[src/rtl/mac_dot_ctrl.sv]
// ---------------------------------------------------------------------------
// mac_dot_ctrl
//   Sequencer for an external 32x32->64 MAC: runs one dot product per command.
//   A command carries the vector length. The block clears the MAC, streams
//   that many operand pairs into it, waits one cycle for the last accumulate
//   to land, and then returns the sum on a result handshake.
//
// Ports
//   clk, reset            clock / asynchronous active-high reset
//   cmd_valid/ready/len   command handshake and vector length (0 allowed)
//   in_valid/ready/a/b    operand-pair stream
//   mac_clr, mac_en       MAC strobes (never high together)
//   mac_a, mac_b          operands to MAC (zero when mac_en is low)
//   mac_acc               registered MAC accumulator (1-cycle latency)
//   res_valid/ready/data  result handshake
//   busy                  high whenever not idle
// ---------------------------------------------------------------------------
module mac_dot_ctrl #(
  parameter int DATA_W = 32,
  parameter int ACC_W  = 64,
  parameter int LEN_W  = 16
) (
  input  logic              clk,
  input  logic              reset,
  input  logic              cmd_valid,
  output logic              cmd_ready,
  input  logic [LEN_W-1:0]  cmd_len,
  input  logic              in_valid,
  output logic              in_ready,
  input  logic [DATA_W-1:0] in_a,
  input  logic [DATA_W-1:0] in_b,
  output logic              mac_clr,
  output logic              mac_en,
  output logic [DATA_W-1:0] mac_a,
  output logic [DATA_W-1:0] mac_b,
  input  logic [ACC_W-1:0]  mac_acc,
  output logic              res_valid,
  input  logic              res_ready,
  output logic [ACC_W-1:0]  res_data,
  output logic              busy
);

  localparam logic [2:0] S_IDLE   = 3'd0;
  localparam logic [2:0] S_CLEAR  = 3'd1;
  localparam logic [2:0] S_RUN    = 3'd2;
  localparam logic [2:0] S_DRAIN  = 3'd3;
  localparam logic [2:0] S_RESULT = 3'd4;

  logic [2:0]       state_q, state_d;
  logic [LEN_W-1:0] len_q, len_d;
  logic [LEN_W-1:0] count_q, count_d;
  logic [ACC_W-1:0] res_data_q, res_data_d;

  // Handshake windows and strobes are pure decodes of the state.
  always_comb begin
    cmd_ready = (state_q == S_IDLE);
    in_ready  = (state_q == S_RUN);
    mac_clr   = (state_q == S_CLEAR);
    mac_en    = in_ready & in_valid;
    mac_a     = mac_en ? in_a : '0;
    mac_b     = mac_en ? in_b : '0;
    res_valid = (state_q == S_RESULT);
    res_data  = res_data_q;
    busy      = (state_q != S_IDLE);
  end

  always_comb begin
    state_d    = state_q;
    len_d      = len_q;
    count_d    = count_q;
    res_data_d = res_data_q;
    case (state_q)
      S_IDLE: begin
        if (cmd_valid) begin
          len_d   = cmd_len;
          count_d = '0;
          if (cmd_len == '0) begin
            // Empty vector: skip the MAC entirely and report zero.
            res_data_d = '0;
            state_d    = S_RESULT;
          end else begin
            state_d = S_CLEAR;
          end
        end
      end
      S_CLEAR: state_d = S_RUN;
      S_RUN: begin
        if (mac_en) begin
          // len_q >= 1 here, so len_q-1 never underflows and count_q
          // stays below len_q; no wrap even at the maximum length.
          count_d = count_q + LEN_W'(1);
          if (count_q == len_q - LEN_W'(1)) state_d = S_DRAIN;
        end
      end
      S_DRAIN: begin
        // The last accumulate has landed in mac_acc by this cycle.
        res_data_d = mac_acc;
        state_d    = S_RESULT;
      end
      S_RESULT: begin
        // Returning to IDLE first keeps result accept and the next
        // command accept in separate cycles.
        if (res_ready) state_d = S_IDLE;
      end
      default: state_d = S_IDLE;
    endcase
  end

  always_ff @(posedge clk or posedge reset) begin
    if (reset) begin
      state_q    <= S_IDLE;
      len_q      <= '0;
      count_q    <= '0;
      res_data_q <= '0;
    end else begin
      state_q    <= state_d;
      len_q      <= len_d;
      count_q    <= count_d;
      res_data_q <= res_data_d;
    end
  end

endmodule

[config.mk]
export PLATFORM = sky130hd
export DESIGN_NAME = mac_dot_ctrl
export DESIGN_NICKNAME = d
export VERILOG_FILES = /design/src/rtl/mac_dot_ctrl.sv
export SDC_FILE = /design/constraint.sdc
export NUM_CORES = 1
export LEC_CHECK = 0
export BUFFER_PORTS_ARGS = -buffer_cell sky130_fd_sc_hd__buf_4
export CORE_MARGIN = 2
export CORE_UTILIZATION = 30
export CTS_CLUSTER_DIAMETER = 30
export DETAILED_ROUTE_END_ITERATION = 10
export PLACE_DENSITY = 0.61
export REMOVE_ABC_BUFFERS = 1
export SYNTH_ARGS = -nofsm -noshare
export SYNTH_HDL_FRONTEND = slang
export SYNTH_SLANG_ARGS = --single-unit
[constraint.sdc]
create_clock -name clk -period 4.6 [get_ports clk]
set_input_delay 0 -clock clk [delete_from_list [all_inputs] [get_ports clk]]
set_output_delay 0 -clock clk [all_outputs]
set_load 0.05 [all_outputs]
==> impl_metrics.toml, run 1 <==
[layout]
final_common_cell = "buf_4"
layout-drive-gt1-share_pct = 41.1
area_growth_pct = 71.7
final_core_util_pct = 52.4
final_cell_mix = "buf_4 (287), dfrtp_1 (99), dlygate4sd3_1 (82)"
multiInputGateArea_um2 = 2200
final_cells = 1010
n_fill_cell = 1408
regArea_um2 = 2480
nets = 939

[floorplan]
start_util_pct = 30.5
die_x_um = 131
die_h_um = 131
io_pins = 283
core-area_um2 = 15800
fp-row-count = 46
die_area_um2 = 17100

[power]
swShare_pct = 49.2
p_clk_share_pct = 14.6
cell_internal_pwr_uw = 2760
p_per_area_nw_per_um2 = 657
p_switching_uw = 2670
p_comb_share_pct = 57.3
vdd_drop_max_uv = 526
p_leak_uw = 0.00409
power_frac_seq_pct = 28.2

[routing]
routed_wl_mm = 17.1
drc = 0
vias_per_cell = 4.66
dr.pass1.iters = 4
drtAntennaViolNets = 0
post_drt_wl_per_cell_um = 17.0
drt_iter0_drc = 227
via_count = 4704

[worst_setup_path]
crit_chain = "nor3_1 -> and2_1 -> buf_4 -> a21oi_4 -> buf_4 -> a22o_1"
worstPathRequired_ns = 4.82
crit_slowest_cell = "and2_1"
reg2reg_to = "res_data[62]$_DFFE_PP0P_"
cpLargestDelayFamily = "simple AND/OR/NAND/NOR gates"
worst_setup_path_start_kind = "flip-flop"
reg2reg_depth = 6
cp-end-kind = "flip-flop"
worstSetupPathType = "reg2reg"
reg2reg_from = "state_q[2]$_DFFE_PP0P_"
arrival_ns = 2.92
critical_path.max_fanout = 65
crit_buf_inv = 2
regToRegSetupSlack_ns = 1.91
cp_common_cell = "buf_4"
slowest_delay_ns = 0.58

[clock_network]
clkLatencyLatePin_ns = 0.35
path_clk_slew_ns = 0.07
clock-sinks = 99
cts_setup_buffers = 0
tritoncts = "done"
ctsResizeCount = 0
h-tree-depth = 3
cts_root_buf = "clkbuf_16"
numCtsBuffers = 9
clockBufferDepth = 2

[logic_synthesis]
syn_avg_cell_area_um2 = 10.9
ys_ff_latch = 99
syn-cell-area_um2 = 4810
synthFlopType = "dfrtp_1"
yosysSeqAreaShare_pct = 51.5
ys_types = 44
async_reset_ff_share_pct = 100
synthCells = 441
yosys_warnings = 0
synth_edf_count = 0

[outcome]
status = "finished clean"

[placed_design]
place_congestion = 0.829
dp.cells = 911
place.port_buffers = 282
hpwl_mm = 12.2

[sta]
setup_viol = 0
post-route-period-util_pct = 58.6
max_freq_ghz = 0.371
finClkSkew_ns = 0.00659
hold_viol_final = 0
rsz0062_at_grt = "false"
fin_crit_ns = 2.69
relSlewSlack_pct = 49.6
tightest_slew_ns = 0.746
maxSlewViolCount = 0
hold_slack_ns = 0.281

[run]
maxCapViolCount = 0

[global_route]
antenna_found_initial = 1
grt_pass1_vias = 4862
grt_overflow = 0
grt_max_degree = 70
groute.usage.overall_pct = 19.6
grt_pass1_wl_mm = 26.0

[worst_hold_path]
hold_class = "in2async"
[sequential cells by signal, summed over array words and instances, names as in the netlist]
signal    flops
count_q      16
len_q        16
res_data     64
state_q       3
[routing by layer]
metal	up-vias	part of all wire, %	GRT usage [%]
li1	2260	-	-
met1	2284	42	25.6
met2	142	50	31.7
met3	18	6.2	6.35
met4	0	1.6	5.01
met5	-	0	0
[worst max path at each step]
| stage | cells after the start | startpoint | endpoint | slack [ns] |
|---|---|---|---|---|
| floorplan | 4 | state_q[1]$_DFFE_PP0P_ | res_data[0]$_DFFE_PP0P_ | -2.88 |
| global placement | 6 | state_q[2]$_DFFE_PP0P_ | res_data[1]$_DFFE_PP0P_ | 2.03 |
| detailed placement | 6 | state_q[2]$_DFFE_PP0P_ | res_data[8]$_DFFE_PP0P_ | 1.93 |
| CTS | 6 | state_q[2]$_DFFE_PP0P_ | res_data[8]$_DFFE_PP0P_ | 1.92 |
| global route | 6 | state_q[2]$_DFFE_PP0P_ | res_data[53]$_DFFE_PP0P_ | 1.75 |
| finish | 6 | state_q[2]$_DFFE_PP0P_ | res_data[62]$_DFFE_PP0P_ | 1.91 |
[kinds of logic after synthesis]
kind of cell,Yosys count,share of synthesized area (%)
fa+ha+maj,2,0.520
simple gates,153,18.5
flops,99,51.5
buf+inv,41,3.25
compound gates,96,16.3
xor+xnor,31,5.64
mux,19,4.34
[final cells by class]
class	count	area share (%)
sequential	99	30.0
inverter	8	0.394
timing repair buffer	369	36.0
multi-input combinational	301	26.6
antenna	1	0.0303
tap	216	3.27
clock inverter	5	0.833
clock buffer	11	2.94
[through the flow]
stage / instance area [um^2] / total power, uW / TNS (ns) / worst slack [ns]
final: 8270 / 5430 / 0 / 1.91
after global routing: 8270 / 5710 / 0 / 1.75
after CTS: 8260 / 5440 / 0 / 1.92
after detailed placement: 7130 / 4570 / 0 / 1.93
after global placement: 7130 / 4540 / 0 / 2.03
after floorplan: 4690 / 3580 / -186.81 / -2.88
[power groups by stage]
stage | clock network (uW) | logic (uW) | registers, uW
3_3_place_gp | 0 | 3020 | 1520
6_report | 791 | 3110 | 1530
2_1_floorplan | 0 | 1250 | 2340
4_1_cts | 812 | 3110 | 1520
3_5_place_dp | 0 | 3070 | 1510
5_1_grt | 844 | 3280 | 1590
[synth_stat cells (3+ instances only)]
master	instances	area share, %
xnor2_1	12	2.2
nor4_1	5	0.65
a22o_1	64	12
nor3_1	7	0.73
and3_1	3	0.39
or3_1	9	1.2
nor2b_1	4	0.52
dfrtp_1	99	51
nand3_1	9	0.94
nand4_1	7	0.91
a21oi_1	4	0.42
buf_1	6	0.47
xor2_1	19	3.5
and2_1	66	8.6
mux2i_1	4	0.83
clkbuf_1	25	1.9
mux2_2	15	3.5
nor2_1	20	1.6
nand2_1	10	0.78
o21ai_0	11	1.1
inv_1	8	0.62
[worst reg2reg max path, cell delays in order, from the launching register on]
cell and delay, ns:
dfrtp_1 0.47, nor3_1 0.38, and2_1 0.58, buf_4 0.39, a21oi_4 0.08, buf_4 0.34, a22o_1 0.33
[repair_timing]
item | CTS | global route
endpoints found under the setup margin | 0 | 0
hold endpoints to repair | 127 | 0
hold buffers | 82 | 0
(Power assumes the default switching activity.)
==> run 2, diff against run 1 <==
==> constraint.sdc (replaced) <==
create_clock -name clk -period 2.7 [get_ports clk]
set_input_delay 0 -clock clk [delete_from_list [all_inputs] [get_ports clk]]
set_output_delay 0 -clock clk [all_outputs]
set_load 0.05 [all_outputs]
==> run 2 against run 1 <==
Effect of this change: sequential cell count unchanged; combinational power up 71%; hold slack worse by 0.18 ns; first-iteration DRC count up 0.44%; design area up 0.30%; critical path depth up 2; core utilization up 0.16 points; routed wire length down 0.12%; non-clock buffer count up 2; highest routed layer unchanged; largest cell class unchanged; die area unchanged.
==> impl_metrics.toml, run 2 (synthesized netlist as in run 1, its figures left out) <==
[outcome]
status = "finished clean"

[global_route]
grt_pass1_vias = 4930
antenna_found_initial = 0
grt_pass1_wl_mm = 25.8
grt_overflow = 0
groute.usage.overall_pct = 19.5
grt_max_degree = 70

[sta]
setup_viol = 0
final.setup.worst_slack_ns = 0.148
relSlewSlack_pct = 49.8
fin_crit_ns = 2.55
max_freq_ghz = 0.392
post-route-period-util_pct = 94.5
finClkSkew_ns = 0.00977
rsz0062_at_grt = "false"
maxSlewViolCount = 0
hold_viol_final = 0
tightest_slew_ns = 0.753

[placed_design]
place_ws_ns = 0.211
place.port_buffers = 282
hpwl_mm = 12.3
place_congestion = 0.847

[clock_network]
clockBufferDepth = 2
tritoncts = "done"
ctsResizeCount = 0
path_clk_slew_ns = 0.07
h-tree-depth = 3
cts_hold_buffers = 82
numCtsBuffers = 9
cts_setup_buffers = 0
cts_root_buf = "clkbuf_16"
clock-sinks = 99
clkLatencyLatePin_ns = 0.35

[routing]
routed_wl_mm = 17.1
vias_per_cell = 4.62
via_count = 4669
dr.pass1.iters = 4
post_drt_wl_per_cell_um = 16.9
drc = 0
drtAntennaViolNets = 0
drt_iter0_drc = 228

[floorplan]
die_h_um = 131
core-area_um2 = 15800
io_pins = 283
die_x_um = 131
fp-row-count = 46
start_util_pct = 30.5
die_area_um2 = 17100

[worst_setup_path]
reg2reg_depth = 8
worstSetupPathType = "reg2reg"
arrival_ns = 2.84
reg2reg_from = "len_q[0]$_DFFE_PP0P_"
worst_setup_path_start_kind = "flip-flop"
cp-startpoint = "len_q[0]$_DFFE_PP0P_"
critical_path.max_fanout = 9
crit_chain = "inv_1 -> ha_1 -> nand2b_1 -> or3_1 -> a211o_1 -> a21o_1 -> a2111oi_2 -> a31o_1"
cp-end-kind = "flip-flop"
crit_slowest_cell = "dfrtp_1"
worstPathRequired_ns = 2.99
slowest_delay_ns = 0.47

[layout]
final_common_cell = "buf_4"
area_growth_pct = 72.2
final_core_util_pct = 52.6
layout-drive-gt1-share_pct = 41.4
nets = 941
largest_reg_flops = 64
antenna_cells = 0
final_cell_mix = "buf_4 (288), dfrtp_1 (99), dlygate4sd3_1 (82)"

[power]
swShare_pct = 49.3
p_leak_uw = 0.00411
p_switching_uw = 4580
vdd_drop_max_uv = 931
power_frac_seq_pct = 28.1
p_per_area_nw_per_um2 = 1120
cell_internal_pwr_uw = 4700
p_clk_share_pct = 14.6
p_comb_share_pct = 57.3

[worst_hold_path]
hold_depth = 4
hold_class = "in2reg"
hold_path_startpoint = "cmd_valid"

[run]
maxCapViolCount = 0
## run 2: layer usage
metal / GRT usage (%) / share of wire, %
met1: 26.3 / 44
met4: 7.01 / 1.9
met3: 5.70 / 6.2
met5: 0 / 0
met2: 30.0 / 48
## run 2: final timing paths
path | end | slack (ns)
hold / removal | state_q[2]$_DFFE_PP0P_ | 0.10
setup / recovery | state_q[0]$_DFFE_PP0P_ | 0.15
max in group asynchronous | res_data[11]$_DFFE_PP0P_ | 1.69
min in group asynchronous | len_q[2]$_DFFE_PP0P_ | 0.35
setup reg to reg | state_q[0]$_DFFE_PP0P_ | 0.15
hold reg to reg | res_data[17]$_DFFE_PP0P_ | 0.51
## run 2: cell type report
class / instances / area, um^2
Inverter: 8 / 32.5
Sequential cell: 99 / 2480
Tap cell: 216 / 270
Clock buffer: 10 / 239
Fill cell: 1406 / 7480
Multi-Input combinational cell: 301 / 2200
Clock inverter: 6 / 72.6
Timing Repair Buffer: 371 / 3000
## run 2: critical path: cells and delay by family, from the launching register on
| kind | cells | cell delay (ns) |
|---|---|---|
| AO/OA/AOI/OAI | 4 | 1.05 |
| adder cells (fa/ha/maj) | 1 | 0.30 |
| buffers and inverters | 1 | 0.12 |
| flip-flops | 1 | 0.47 |
| AND/OR/NAND/NOR | 2 | 0.55 |
## run 2: power groups by stage
stage	logic (uW)	registers, uW	clock network [uW]
finish	5320	2600	1350
global route	5610	2680	1440
CTS	5320	2580	1380
detailed placement	5240	2570	0
global placement	5170	2560	0
floorplan	2120	3980	0
## run 2: per-stage QoR
| stage | total power (uW) | hold slack (ns) | cells | cell area [um^2] | setup TNS (ns) |
|---|---|---|---|---|---|
| 2_1_floorplan | 6100 | 0.107 | 408 | 4690 | -315.77 |
| 3_3_place_gp | 7740 | 0.192 | 913 | 7160 | 0 |
| 3_5_place_dp | 7810 | 0.202 | 913 | 7160 | 0 |
| 4_1_cts | 9290 | 0.0982 | 1011 | 8290 | 0 |
| 5_1_grt | 9730 | 0.143 | 1011 | 8290 | 0 |
| 6_report | 9280 | 0.101 | 1011 | 8290 | 0 |
==> run 3, diff against run 2 <==
--- a/config.mk
+++ b/config.mk
@@ -10,7 +10,7 @@
 export CORE_UTILIZATION = 30
 export CTS_CLUSTER_DIAMETER = 30
 export DETAILED_ROUTE_END_ITERATION = 10
-export PLACE_DENSITY = 0.61
+export PLACE_DENSITY = 0.7
 export REMOVE_ABC_BUFFERS = 1
 export SYNTH_ARGS = -nofsm -noshare
 export SYNTH_HDL_FRONTEND = slang
==> run 3 against run 2 <==
Effect of this change: maximum frequency rose by 4.7%; design area fell by 0.48%; sequential cell count did not move; clock power fell by 7%; via count grew 1.3%; clock skew increased by 0.0024 ns; hold slack better by 0.069 ns; global-route usage grew 0.15 points; critical path type unchanged; largest cell class unchanged.
==> impl_metrics.toml, run 3 (synthesized netlist as in run 1, its figures left out) <==
[clock_network]
cts_root_buf = "clkbuf_16"
clock-sinks = 99
h-tree-depth = 3
tritoncts = "done"
numCtsBuffers = 9
path_clk_slew_ns = 0.07
ctsResizeCount = 0
clkLatencyLatePin_ns = 0.35
clockBufferDepth = 2

[layout]
layout-drive-gt1-share_pct = 41.3
area_growth_pct = 71.4
largest_reg_flops = 64
nets = 941
final_cell_mix = "buf_4 (289), dfrtp_1 (99), dlygate4sd3_1 (82)"
n_fill_cell = 1395
antenna_cells = 0
final_common_cell = "buf_4"
final_core_util_pct = 52.3

[routing]
drc = 0
routed_wl_mm = 16.9
wl_met3_mm = 1.13
via_count = 4728
wl_met1_mm = 7.48
post_drt_wl_per_cell_um = 16.7
dr.pass1.iters = 4
vias_per_cell = 4.68
drt_iter0_drc = 222
top_layer_used = "met4"
wl_met2_mm = 8.03
drtAntennaViolNets = 0

[global_route]
grt_overflow = 0
grt_pass1_wl_mm = 26.1
groute.usage.overall_pct = 19.6
antenna_found_initial = 0
grt_max_degree = 70
grt_pass1_vias = 4790

[placed_design]
hpwl_mm = 11.6
place.port_buffers = 282
place_congestion = 0.821

[power]
p_per_area_nw_per_um2 = 1110
vdd_drop_max_uv = 911
cell_internal_pwr_uw = 4600
p_switching_uw = 4580
swShare_pct = 49.9
power_frac_seq_pct = 28.4
p_comb_share_pct = 58.0
p_leak_uw = 0.00408
p_total_uw = 9180
p_clk_share_pct = 13.7

[sta]
relSlewSlack_pct = 47.7
hold_slack_ns = 0.170
setup_viol = 0
maxSlewViolCount = 0
tightest_slew_ns = 0.785
hold_viol_final = 0
fin_crit_ns = 2.44
post-route-period-util_pct = 90.3
max_freq_ghz = 0.410
rsz0062_at_grt = "false"
finClkSkew_ns = 0.0121

[worst_setup_path]
reg2reg_from = "len_q[0]$_DFFE_PP0P_"
arrival_ns = 2.72
cp-end-kind = "flip-flop"
worstPathRequired_ns = 2.99
cp-startpoint = "len_q[0]$_DFFE_PP0P_"
worst_setup_path_start_kind = "flip-flop"
worstSetupPathType = "reg2reg"
critical_path.max_fanout = 9
regToRegSetupSlack_ns = 0.26
reg2reg_depth = 8
reg2reg_to = "state_q[0]$_DFFE_PP0P_"

[worst_hold_path]
hold_depth = 4
hold_class = "in2reg"
hold_path_startpoint = "cmd_valid"
min_to = "count_q[9]$_DFFE_PP0P_"

[outcome]
status = "finished clean"

[floorplan]
fp-row-count = 46
start_util_pct = 30.5
die_x_um = 131
die_h_um = 131
io_pins = 283
die_area_um2 = 17100
core-area_um2 = 15800

[run]
maxCapViolCount = 0
run 3: cell types whose count changed in the layout (fill, tap and decap cells not counted):
cell        delta
inv_8          +1
clkbuf_1       +1
clkinv_2       -1
clkbuf_8       -1
clkinv_4       -1
buf_12         -1
bufinv_16      -1
buf_4          +1
clkinvlp_4     +2
run 3: layer usage:
| metal | track usage [%] | vias up |
|---|---|---|
| met5 | 0 | - |
| met1 | 26.1 | 2285 |
| met4 | 5.63 | 0 |
| li1 | - | 2265 |
| met3 | 6.47 | 19 |
| met2 | 30.8 | 159 |
run 3: metrics by stage:
step / area, um^2 / instances / worst slack [ns] / TNS (ns)
4_1_cts: 8250 / 1011 / 0.253 / 0
2_1_floorplan: 4690 / 408 / -4.78 / -315.77
3_3_place_gp: 7150 / 913 / 0.330 / 0
3_5_place_dp: 7150 / 913 / 0.288 / 0
6_report: 8250 / 1011 / 0.263 / 0
5_1_grt: 8250 / 1011 / 0.0782 / 0
run 3: worst max-delay path by stage:
| stage | slack (ns) | depth (start not counted) | to |
|---|---|---|---|
| 2_1_floorplan | -4.78 | 4 | res_data[0]$_DFFE_PP0P_ |
| 3_3_place_gp | 0.33 | 8 | state_q[0]$_DFFE_PP0P_ |
| 3_5_place_dp | 0.29 | 8 | state_q[0]$_DFFE_PP0P_ |
| 4_1_cts | 0.25 | 8 | state_q[0]$_DFFE_PP0P_ |
| 5_1_grt | 0.08 | 8 | state_q[0]$_DFFE_PP0P_ |
| 6_report | 0.26 | 8 | state_q[0]$_DFFE_PP0P_ |
run 3: critical path, stage by stage (launching register included):
cell,delay [ns]
dfrtp_1,0.46
inv_1,0.10
ha_1,0.28
nand2b_1,0.15
or3_1,0.38
a211o_1,0.29
a21o_1,0.17
a2111oi_2,0.37
a31o_1,0.19
run 3: timing repair:
action / CTS / global route
hold buffers: 82 / 0
setup endpoints to repair: 0 / 0
buffers inserted: 0 / 0
endpoints found under the hold margin: 145 / 0
run 3: power groups by stage:
stage	Combinational [uW]	Clock (uW)	Sequential [uW]
floorplan	2120	0	3980
global placement	5170	0	2570
detailed placement	5220	0	2560
CTS	5300	1290	2580
global route	5600	1350	2690
finish	5320	1250	2600
run 3: layout make-up:
type                    count  area (um^2)  area share (%)
multi-input cells         301         2200            26.6
flip-flops and latches     99         2480            30.0
well taps                 216          270            3.28
inverters                   8         32.5           0.394
clock buffers              10          229            2.78
repair buffers            371         2990            36.2
clock inverters             6         55.1           0.667
